==> config.mk <==
export PLATFORM = sky130hd
export DESIGN_NAME = cpu_run_ctrl
export DESIGN_NICKNAME = d
export VERILOG_FILES = /design/src/rtl/cpu_run_ctrl.sv
export SDC_FILE = /design/constraint.sdc
export NUM_CORES = 1
export LEC_CHECK = 0
export ABC_AREA = 1
export BUFFER_PORTS_ARGS = -buffer_cell sky130_fd_sc_hd__buf_2
export CORE_UTILIZATION = 35
export CTS_CLUSTER_DIAMETER = 120
export CTS_CLUSTER_SIZE = 12
export DETAILED_ROUTE_END_ITERATION = 16
export MAX_ROUTING_LAYER = met4
export PLACE_DENSITY = 0.57
export SETUP_SLACK_MARGIN = 0.02
export SLEW_MARGIN = 25
export SYNTH_ARGS = -nofsm -noshare
export SYNTH_HDL_FRONTEND = slang
export SYNTH_SLANG_ARGS = --single-unit
==> constraint.sdc <==
create_clock -name CLK -period 1.91 [get_ports CLK]
set_input_delay 0.382 -clock CLK [delete_from_list [all_inputs] [get_ports CLK]]
set_output_delay 0.382 -clock CLK [all_outputs]
set_load 0.01 [all_outputs]
==> src/rtl/cpu_run_ctrl.sv <==
// -----------------------------------------------------------------------------
// cpu_run_ctrl
//   Board-level run controller for the multicycle MIPS CPU. It holds the CPU in
//   reset for DELAY_CYCLES after key_reset drops. It then either free-runs the
//   CPU or advances it by one clock-enable per debounced key_sure press,
//   selected by the mode_step switch.
//
//   Ports
//     CLK        in   system clock, the only clock
//     key_reset  in   synchronous active-high reset, returns to S_DELAY
//     key_sure   in   raw pushbutton (async), high = pressed
//     mode_step  in   raw switch (async), 1 = single-step, 0 = free-run
//     cpu_rst    out  to CPU RST: 0 holds the CPU in reset
//     cpu_ce     out  CPU advance enable
//     ce_count   out  cycles with cpu_ce=1 since reset, wraps at 16 bits
//     state      out  current FSM state (debug / LED)
//
//   Handshake: there is no valid/ready pair here. press is a one-cycle pulse
//   that is consumed only in S_IDLE; in any other state it is dropped.
// -----------------------------------------------------------------------------
module cpu_run_ctrl #(
   parameter int DELAY_CYCLES    = 50_000_000,
   parameter int DEBOUNCE_CYCLES = 100_000
) (
   input  logic        CLK,
   input  logic        key_reset,
   input  logic        key_sure,
   input  logic        mode_step,
   output logic        cpu_rst,
   output logic        cpu_ce,
   output logic [15:0] ce_count,
   output logic [1:0]  state
);

   localparam int DLY_W = (DELAY_CYCLES > 1) ? $clog2(DELAY_CYCLES) : 1;
   localparam int DEB_W = (DEBOUNCE_CYCLES > 1) ? $clog2(DEBOUNCE_CYCLES) : 1;
   localparam logic [DLY_W-1:0] DLY_LAST = DLY_W'(DELAY_CYCLES - 1);
   localparam logic [DEB_W-1:0] DEB_LAST = DEB_W'(DEBOUNCE_CYCLES - 1);

   typedef enum logic [1:0] {
      S_DELAY = 2'd0,
      S_RUN   = 2'd1,
      S_IDLE  = 2'd2,
      S_STEP  = 2'd3
   } state_e;

   state_e            state_q, state_d;
   logic [DLY_W-1:0]  dly_cnt_q, dly_cnt_d;
   logic [DEB_W-1:0]  deb_cnt_q, deb_cnt_d;
   logic              deb_q, deb_d;
   logic              deb_prev_q;
   logic              k_s1_q, k_s2_q;
   logic              m_s1_q, m_s2_q;
   logic [15:0]       ce_count_q;
   logic              press;

   // Synchronizers, debounce state, run state and the enable counter.
   always_ff @(posedge CLK) begin
      if (key_reset) begin
         k_s1_q     <= 1'b0;
         k_s2_q     <= 1'b0;
         m_s1_q     <= 1'b0;
         m_s2_q     <= 1'b0;
         deb_q      <= 1'b0;
         deb_prev_q <= 1'b0;
         deb_cnt_q  <= '0;
         dly_cnt_q  <= '0;
         state_q    <= S_DELAY;
         ce_count_q <= 16'd0;
      end else begin
         k_s1_q     <= key_sure;
         k_s2_q     <= k_s1_q;
         m_s1_q     <= mode_step;
         m_s2_q     <= m_s1_q;
         deb_q      <= deb_d;
         deb_prev_q <= deb_q;
         deb_cnt_q  <= deb_cnt_d;
         dly_cnt_q  <= dly_cnt_d;
         state_q    <= state_d;
         // cpu_ce is decoded from state_q, so this counts enabled cycles exactly.
         ce_count_q <= ce_count_q + {15'd0, cpu_ce};
      end
   end

   // Debouncer: the counter only runs while the synchronized key disagrees
   // with the accepted level, so any bounce back resets it.
   always_comb begin
      deb_d     = deb_q;
      deb_cnt_d = '0;
      if (k_s2_q != deb_q) begin
         if (deb_cnt_q == DEB_LAST) begin
            deb_d     = k_s2_q;
            deb_cnt_d = '0;
         end else begin
            deb_cnt_d = deb_cnt_q + DEB_W'(1);
         end
      end
   end

   // Rising edge of the accepted level only; release never steps.
   assign press = deb_q & ~deb_prev_q;

   // Next-state logic.
   always_comb begin
      state_d   = state_q;
      dly_cnt_d = '0;
      unique case (state_q)
         S_DELAY: begin
            if (dly_cnt_q == DLY_LAST) begin
               state_d = m_s2_q ? S_IDLE : S_RUN;
            end else begin
               dly_cnt_d = dly_cnt_q + DLY_W'(1);
            end
         end
         S_RUN: begin
            if (m_s2_q) state_d = S_IDLE;
         end
         S_IDLE: begin
            // A switch back to free-run takes priority over a coincident press.
            if (!m_s2_q)    state_d = S_RUN;
            else if (press) state_d = S_STEP;
         end
         S_STEP: begin
            state_d = S_IDLE;
         end
         default: state_d = S_DELAY;
      endcase
   end

   // Moore outputs decoded from the state register only.
   always_comb begin
      cpu_rst = (state_q != S_DELAY);
      cpu_ce  = (state_q == S_RUN) || (state_q == S_STEP);
   end

   assign ce_count = ce_count_q;
   assign state    = state_q;

endmodule
## After elaboration in Yosys (flattened, before gate mapping)

Cells that the tools add are included.

| cells by class | value |
|---|---|
| add/sub/neg operators | 3 |
| equality and inequality tests | 9 |
| mux-type cells | 6 |
| bitwise gates (word level) | 4 |
| reductions and logical operators | 7 |

Operator list:

| operator | number |
|---|---|
| 26-bit by 1-bit adder with 26-bit output, second input constant | 1 |
| 26-bit == test, second input constant | 1 |
| 17-bit by 1-bit adder with 17-bit output, second input constant | 1 |
| 17-bit == test, second input constant | 1 |
| 16-bit by 1-bit adder with 16-bit output | 1 |
| 2-bit 2-to-1 mux | 5 |
| 2-bit one-hot mux with 4 select lines | 1 |
| 3-bit OR reduction | 2 |
| 2-bit == test, second input constant | 2 |
| 2-bit != test, second input constant | 2 |
| 3-bit != test, second input constant | 1 |
| 1-bit NOT | 3 |
| 3-bit AND reduction | 1 |
| 2-bit by 1-bit == test with 1-bit output, second input constant | 1 |
| 2-bit logical NOT | 1 |
| 2-bit AND reduction | 1 |
| 2-bit nonzero test | 1 |
| 1-bit bitwise AND | 1 |
| 1-bit logical OR | 1 |
| 1-bit != test | 1 |

| word-level totals | value |
|---|---|
| register bits | 67 |
| input bits | 4 |
| output and inout port bits | 20 |
| word-level logic and storage cells | 39 |

## Longest topological paths before layout

Gate-level depths: netlist (run 1).

| depth | value |
|---|---|
| depth after elaboration | 5 |
| gate-level depth with buffers | 11 |
| depth with buffers taken out | 10 |

## Worst setup path before layout (run 1)

No wires, ideal clock.

| timing path | value |
|---|---|
| kind | register to register |
| start point | register state_q[0], in the netlist state[0] |
| end point | register ce_count_q[14], in the netlist ce_count[14] |
| library setup time | 0.130 ns |
| arrival time | 1.588 ns |
| data required time | 1.780 ns |
| slack | 0.191 ns |
| cell stages (with the launch flop) | 11 |
| path buffers | 1 |
| clock period less this slack | 1.719 ns |
| cells stage by stage | dfxtp_1 clkbuf_1 ha_1 ha_1 nand2_1 nor2_1 nand2_1 inv_1 nand3_1 nor3_1 nor3_1 |

| on the way | value |
|---|---|
| longest elaborated chain between the ends | 3 |
| elaborated cells on any way between the ends | 4 |
| those cells by class | 1 x add/sub; 2 x eq/ne; 1 x reduce/logical |

Ends and longest elaborated chain:

| element | line | text |
|---|---|---|
| from (decl) | 47 | `state_e state_q, state_d;` |
| from (signal assigned) | 79 | `state_q <= state_d;` |
| 2-bit by 1-bit == test with 1-bit output / 2-bit == test (equally long branches) | 133 | `cpu_ce = (state_q == S_RUN) \|\| (state_q == S_STEP);` |
| 1-bit logical OR * | 133 |  |
| net cpu_ce | 30 | `output logic cpu_ce,` |
| 16-bit by 1-bit adder with 16-bit output * | 81 | `ce_count_q <= ce_count_q + {15'd0, cpu_ce};` |
| to (signal assigned) | 81 |  |
| to (decl) | 54 | `logic [15:0] ce_count_q;` |

The timed path passes the listed nets; every way through them passes the cells marked *.
A chain may end at the register's enable or synchronous reset.

## Worst setup path after layout (run 1)

| timing path | value |
|---|---|
| start point | register deb_cnt_q[0] |
| end point | register deb_cnt_q[12] |

| on the way | value |
|---|---|
| longest elaborated chain between the ends | 2 |
| elaborated cells on any way between the ends | 3 |
| those cells by class | 1 x add/sub; 1 x eq/ne; 1 x reduce/logical |

Ends and longest elaborated chain:

| element | line | text |
|---|---|---|
| from (decl) | 49 | `logic [DEB_W-1:0] deb_cnt_q, deb_cnt_d;` |
| from (signal assigned) | 77 | `deb_cnt_q <= deb_cnt_d;` |
| parallel branches: the longest is 2 deep, another holds 17-bit by 1-bit adder with 17-bit output | n/a |  |

Several ways; the timed one is not identified.

==> results.yml, run 1 <==
timing:
  worstMarginPinSlew_ns: 0.301
  finalCriticalPeriod_ns: 1.63
  setup_viol: 0
  fmax_mhz: 615
  skew_ns: 0.0151
  slew_headroom_pct: 79.9
  drv_slew: 0
  rsz0062_at_grt: "no"
  hold_viol_final: 0
  finalWorstSetupSlack_ns: 0.283
  post-route-period-util_pct: 85.2
  fin_setup_tns_ns: 0
finish:
  n_fill_cell: 906
  drive_above_1_share_pct: 12.9
  fin_util_pct: 41.7
  layout-area-overhead-vs-synth_pct: 13.5
  fin_nets: 493
  diodes: 0
  multiInputGateArea_um2: 1630
  regArea_um2: 1340
global_route:
  groute.usage.overall_pct: 15.5
  grt_pass1_vias: 2654
  overflow: 0
  grt_first_pass_wirelength_um: 11700
  antenna_found_initial: 0
  grt_max_degree: 27
yosys:
  netlist_area_um2: 3250
  syn-num-nets: 461
  ys_seq_area_share_pct: 41.3
  synth_cell_type_count: 33
  ys.warnings.count: 0
  syn_avg_cell_area_um2: 7.17
  synthCells: 453
  synth-seq-cells: 67
clock_network:
  cts-root-buf: "clkbuf_8"
  cts_setup_buffers: 0
  cts_made_buffers: 9
  clk_pin_slew_worst_paths_ns: 0.09
  clock_path_buffers: 2
  cts_resized: 0
  clk_latency_ns: 0.35
  cts-htree-levels: 3
  cts_sinks: 67
  cts_tree: "yes"
  cts_hold_buf: 0
worst_setup_path:
  critPathArrivalTime_ns: 1.87
  crit_path_frequent_cell: "nand3_1"
  worst_path_largest_cell_delay_ns: 0.39
  cp_top_family: "flip-flops"
  path_max_fanout: 10
  end_kind: "flip-flop"
  crit_buf_inv: 2
  critPathRequiredTime_ns: 2.16
  slowest_stage: "dfxtp_1"
  crit_path_cell_trace: "ha_1 > nand3_1 > inv_1 > nand3_1 > o21bai_2 > buf_4 > nor2_1"
  cp-start-kind: "flip-flop"
  crit_type: "flip-flop to flip-flop"
pwr:
  power.density_nw_per_um2: 737
  vdd_ir_drop_max_mv: 0.496
  p_leak_nw: 1.43
floorplan:
  core_um2: 8850
  fp.dieW_um: 98.3
  fp.dieH_um: 98.3
  start_util_pct: 36.7
  die_area_um2: 9670
  rows: 34
  io_pins: 24
drt:
  vias: 2811
  drtAntennaViolNets: 0
  drt_iter0_markers: 132
  drc: 0
  wire_per_inst_um: 11.2
  via_per_inst: 4.70
  wirelength_um: 6720
  dr.pass1.iters: 4
place:
  numPortBuffers: 23
  gp_congestion: 0.904
  place_ws_ns: 0.286
  hpwl_um: 4990
run:
  cap_violations: 0
min_path:
  hold_class: "input port to flip-flop"
status:
  outcome: "finished clean"
[cells by family (layout without fill, tap and decap cells)]
| logic type | Yosys count | in the layout | share of synthesized area, % |
|---|---|---|---|
| simple gates | 256 | 256 | 35.3 |
| xor+xnor | 32 | 32 | 8.63 |
| buf+inv | 67 | 104 | 8.63 |
| flops | 67 | 67 | 41.3 |
| fa+ha+maj | 4 | 4 | 1.54 |
| compound gates | 27 | 27 | 4.58 |
[area by class of cell]
cell class / count / area share, %
clock buffers: 9 / 3.36
repair buffers: 28 / 4.14
clock inverters: 7 / 2.21
multi-input cells: 319 / 44.1
inverters: 60 / 6.11
well taps: 108 / 3.67
flip-flops and latches: 67 / 36.4
[layer usage]
metal | global-route usage, % | part of all wire, % | vias to the layer above
li1 | - | - | 1487
met2 | 23.6 | 43 | 59
met5 | - | 0 | -
met1 | 19.6 | 50 | 1251
met3 | 3.65 | 3.8 | 14
met4 | 7.12 | 2.9 | 0
[cells in the mapped netlist]
cell | n | share of area, %
nor3_1 | 12 | 1.8
o21ai_0 | 8 | 1.2
buf_4 | 1 | 0.23
inv_2 | 1 | 0.12
or2_0 | 1 | 0.19
nand2_2 | 2 | 0.39
nor2_2 | 5 | 0.96
clkbuf_8 | 1 | 0.42
nand3_1 | 25 | 3.9
xnor2_1 | 11 | 3.0
xor2_1 | 21 | 5.7
ha_1 | 4 | 1.5
nand3_2 | 3 | 0.92
clkbuf_1 | 3 | 0.35
or2_2 | 2 | 0.39
o21a_1 | 1 | 0.23
nor3_4 | 1 | 0.50
nand2_1 | 80 | 9.2
clkinv_1 | 1 | 0.12
buf_6 | 2 | 0.69
nor2_4 | 2 | 0.69
a31oi_1 | 2 | 0.39
nor3_2 | 1 | 0.31
a211oi_1 | 1 | 0.23
nand3b_1 | 5 | 1.2
nor2_1 | 102 | 12
o21bai_2 | 1 | 0.35
nor3b_2 | 1 | 0.39
inv_1 | 58 | 6.7
dfxtp_1 | 67 | 41
nand4_1 | 13 | 2.5
a21oi_1 | 14 | 2.2
nor4_1 | 1 | 0.19
[layout by cell type (no fill, tap or decap), types with 2 or more instances in the layout]
cell type / Yosys / routed
buf_2: 0 / 23
inv_6: 0 / 4
nand4_1: 13 / 13
nand3_1: 25 / 25
nor2_1: 102 / 102
nand3_2: 3 / 3
ha_1: 4 / 4
o21ai_0: 8 / 8
nand2_1: 80 / 80
nor2_4: 2 / 2
xnor2_1: 11 / 11
a21oi_1: 14 / 14
dfxtp_1: 67 / 67
buf_4: 1 / 5
nor3_1: 12 / 12
nand2_2: 2 / 2
nor2_2: 5 / 5
xor2_1: 21 / 21
inv_1: 58 / 58
nand3b_1: 5 / 5
a31oi_1: 2 / 2
clkbuf_8: 1 / 9
or2_2: 2 / 2
[worst reg2reg max path, cell delays in order (launching register included)]
cell,delay (ns)
dfxtp_1,0.39
ha_1,0.25
nand3_1,0.16
inv_1,0.13
nand3_1,0.12
o21bai_2,0.22
buf_4,0.21
nor2_1,0.06
[registers in the layout (all words and copies together) (netlist names)]
name and cells:
dly_cnt_q 26, deb_cnt_q 17, deb_prev_q 1, k_s2_q 1, m_s1_q 1, k_s1_q 1, deb_q 1, ce_count 16
m_s2_q 1, state 2
[metrics by stage]
step | total power, mW | cell area, um2 | instances | hold WS (ns)
after floorplan | 1.48 | 3250 | 453 | 0.388
after global placement | 1.50 | 3480 | 582 | 0.396
after detailed placement | 1.50 | 3480 | 582 | 0.402
after CTS | 2.76 | 3690 | 598 | 0.210
after global routing | 2.82 | 3690 | 598 | 0.227
final | 2.72 | 3690 | 598 | 0.223
[worst paths after layout]
kind	to	cells past startpoint	start	slack, ns
setup / recovery	deb_cnt_q[12]$_SDFF_PP0_	7	deb_cnt_q[0]$_SDFF_PP0_	0.28
setup reg to reg	deb_cnt_q[12]$_SDFF_PP0_	7	deb_cnt_q[0]$_SDFF_PP0_	0.28
hold reg to reg	m_s2_q$_SDFF_PP0_	2	m_s1_q$_SDFF_PP0_	0.41
hold / removal	k_s1_q$_SDFF_PP0_	3	key_sure	0.22
[where the power goes]
group	total [mW]	switching, mW	internal, mW
Combinational	0.0507	0.0326	0.0181
Clock	1.25	0.629	0.624
Sequential	1.41	0.00667	1.41
Total	2.72	0.668	2.05
Note: power is estimated with default switching activity, not from simulation.
==> inputs of run 2 (changes only) <==
--- a/config.mk
+++ b/config.mk
@@ -13,7 +13,8 @@
 export DETAILED_ROUTE_END_ITERATION = 16
 export MAX_ROUTING_LAYER = met4
 export PLACE_DENSITY = 0.57
-export SETUP_SLACK_MARGIN = 0.02
+export RECOVER_POWER = 100
+export SETUP_SLACK_MARGIN = 0.3
 export SLEW_MARGIN = 25
 export SYNTH_ARGS = -nofsm -noshare
 export SYNTH_HDL_FRONTEND = slang
==> constraint.sdc (replaced) <==
create_clock -name CLK -period 1.91 [get_ports CLK]
set_input_delay 0.4775 -clock CLK [delete_from_list [all_inputs] [get_ports CLK]]
set_output_delay 0.4775 -clock CLK [all_outputs]
set_load 0.01 [all_outputs]
==> results.yml, run 2 (synthesis results as in run 1) <==
drt:
  drt_iter0_markers: 69
  wirelength_um: 6710
  dr.pass1.iters: 4
  drc: 0
  drtAntennaViolNets: 0
  via_per_inst: 4.58
  wire_per_inst_um: 11.2
  vias: 2753
min_path:
  hold_class: "input port to flip-flop"
global_route:
  overflow: 0
  grt_first_pass_wirelength_um: 11200
  grt_max_degree: 27
  grt_pass1_vias: 2495
  groute.usage.overall_pct: 14.8
  antenna_found_initial: 0
run:
  cap_violations: 0
finish:
  fin_util_pct: 42.9
  layout_commonest_cell: "nor2_1"
  fin_nets: 496
  layout-area-overhead-vs-synth_pct: 16.9
  drive_above_1_share_pct: 11.8
  regMostFlops: "dly_cnt_q"
  postLayoutCellArea_um2: 3800
  largest_register_ffs: 26
  final_cell_mix: "nor2_1 (102), nand2_1 (79), dfxtp_1 (62)"
  diodes: 0
pwr:
  pwr-share-clk_pct: 50.3
  power_switching_uw: 640
  finalPower_mw: 2.94
  swShare_pct: 21.8
  p_comb_share_pct: 1.7
  p_int_mw: 2.30
  p_leak_nw: 1.37
  vdd_ir_drop_max_mv: 0.321
  power_frac_seq_pct: 48.0
  power.density_nw_per_um2: 775
worst_setup_path:
  crit_type: "flip-flop to flip-flop"
  crit_buf_inv: 0
  crit_path_cell_trace: "ha_2 > nand3_2 > nor2_1 > nand3_1 > or2_0 > a21oi_1"
  end_kind: "flip-flop"
  critPathArrivalTime_ns: 1.92
  slowest_stage: "dfxtp_2"
  path_max_fanout: 5
  cp_top_family: "simple AND/OR/NAND/NOR gates"
  critPathRequiredTime_ns: 2.18
  cp-start-kind: "flip-flop"
  worst_path_largest_cell_delay_ns: 0.36
floorplan:
  core_um2: 8850
  start_util_pct: 36.7
  die_area_um2: 9670
  fp.dieH_um: 98.3
  fp.dieW_um: 98.3
  rows: 34
  io_pins: 24
timing:
  fmax_mhz: 608
  slew_headroom_pct: 55.5
  worstMarginPinSlew_ns: 0.668
  hold_viol_final: 0
  rsz0062_at_grt: "yes"
  fin_setup_tns_ns: 0
  drv_slew: 0
  skew_ns: 0.0105
  finalCriticalPeriod_ns: 1.65
  setup_viol: 0
  post-route-period-util_pct: 86.2
place:
  numPortBuffers: 23
  gp_congestion: 0.889
  hpwl_um: 4910
  placed_area_um2: 3470
status:
  outcome: "finished clean"
clock_network:
  cts_sinks: 67
  cts_made_buffers: 9
  clk_pin_slew_worst_paths_ns: 0.08
  clk_latency_ns: 0.35
  cts-htree-levels: 3
  cts-root-buf: "clkbuf_8"
  cts_tree: "yes"
  clock_path_buffers: 2
==> run 2: cell types whose count changed in the layout (fill, tap and decap cells not counted), moves of 2 or more <==
| cell | previous run | this run |
|---|---|---|
| dfxtp_1 | 67 | 62 |
| nand3_4 | 0 | 2 |
| clkbuf_1 | 0 | 21 |
| inv_1 | 58 | 56 |
| nand3_1 | 25 | 22 |
| inv_2 | 1 | 3 |
| bufinv_16 | 1 | 3 |
| ha_4 | 0 | 2 |
| buf_2 | 23 | 3 |
| ha_1 | 4 | 1 |
| dfxtp_2 | 0 | 4 |
| inv_6 | 4 | 2 |
==> run 2: layout make-up <==
| type | instances | area [um2] |
|---|---|---|
| Clock inverter | 7 | 124 |
| Fill cell | 929 | 5050 |
| Clock buffer | 9 | 124 |
| Tap cell | 108 | 135 |
| Sequential cell | 67 | 1350 |
| Multi-Input combinational cell | 319 | 1690 |
| Inverter | 60 | 225 |
| Timing Repair Buffer | 31 | 144 |
==> run 2: layer usage <==
layer	part of all wire [%]	track usage [%]	vias up
met4	2.3	5.05	0
met2	44	22.2	42
li1	-	-	1484
met3	3.3	4.37	15
met5	0	-	-
met1	50	19.0	1212
==> run 2: what timing repair did <==
action / CTS / global route
endpoints found under the setup margin: 38 / 48
pin swaps: 1 / 4
buffers inserted: 1 / 4
endpoints found under the hold margin: 0 / 0
hold buffers: 0 / 0
gates resized for setup: 6 / 27
==> run 2: worst reg2reg max path, stage by stage, from the launching register on <==
cell     delay (ns)
dfxtp_2        0.36
ha_2           0.20
nand3_2        0.12
nor2_1         0.34
nand3_1        0.18
or2_0          0.24
a21oi_1        0.13
==> run 2: power by group through the flow <==
stage	Sequential, mW	Clock (mW)	Combinational [mW]
after global routing	1.41	1.57	0.0579
final	1.41	1.48	0.0499
after floorplan	1.44	0	0.0388
after global placement	1.45	0	0.0487
after CTS	1.41	1.52	0.0512
after detailed placement	1.45	0	0.0496
==> run 2: metrics by stage <==
stage          hold WS, ns  cells  setup slack [ns]
2_1_floorplan        0.388    453             0.308
3_3_place_gp         0.393    580             0.228
3_5_place_dp         0.394    580             0.206
4_1_cts              0.308    597             0.200
5_1_grt              0.317    601             0.151
6_report             0.321    601             0.264
==> run 2: path summary, 6_finish.rpt <==
check	from	to	slack, ns	cells past startpoint
setup / recovery	dly_cnt_q[0]$_SDFF_PP0_	dly_cnt_q[14]$_SDFF_PP0_	0.26	6
hold / removal	mode_step	m_s1_q$_SDFF_PP0_	0.32	3
setup reg to reg	dly_cnt_q[0]$_SDFF_PP0_	dly_cnt_q[14]$_SDFF_PP0_	0.26	6
hold reg to reg	k_s1_q$_SDFF_PP0_	k_s2_q$_SDFF_PP0_	0.41	2
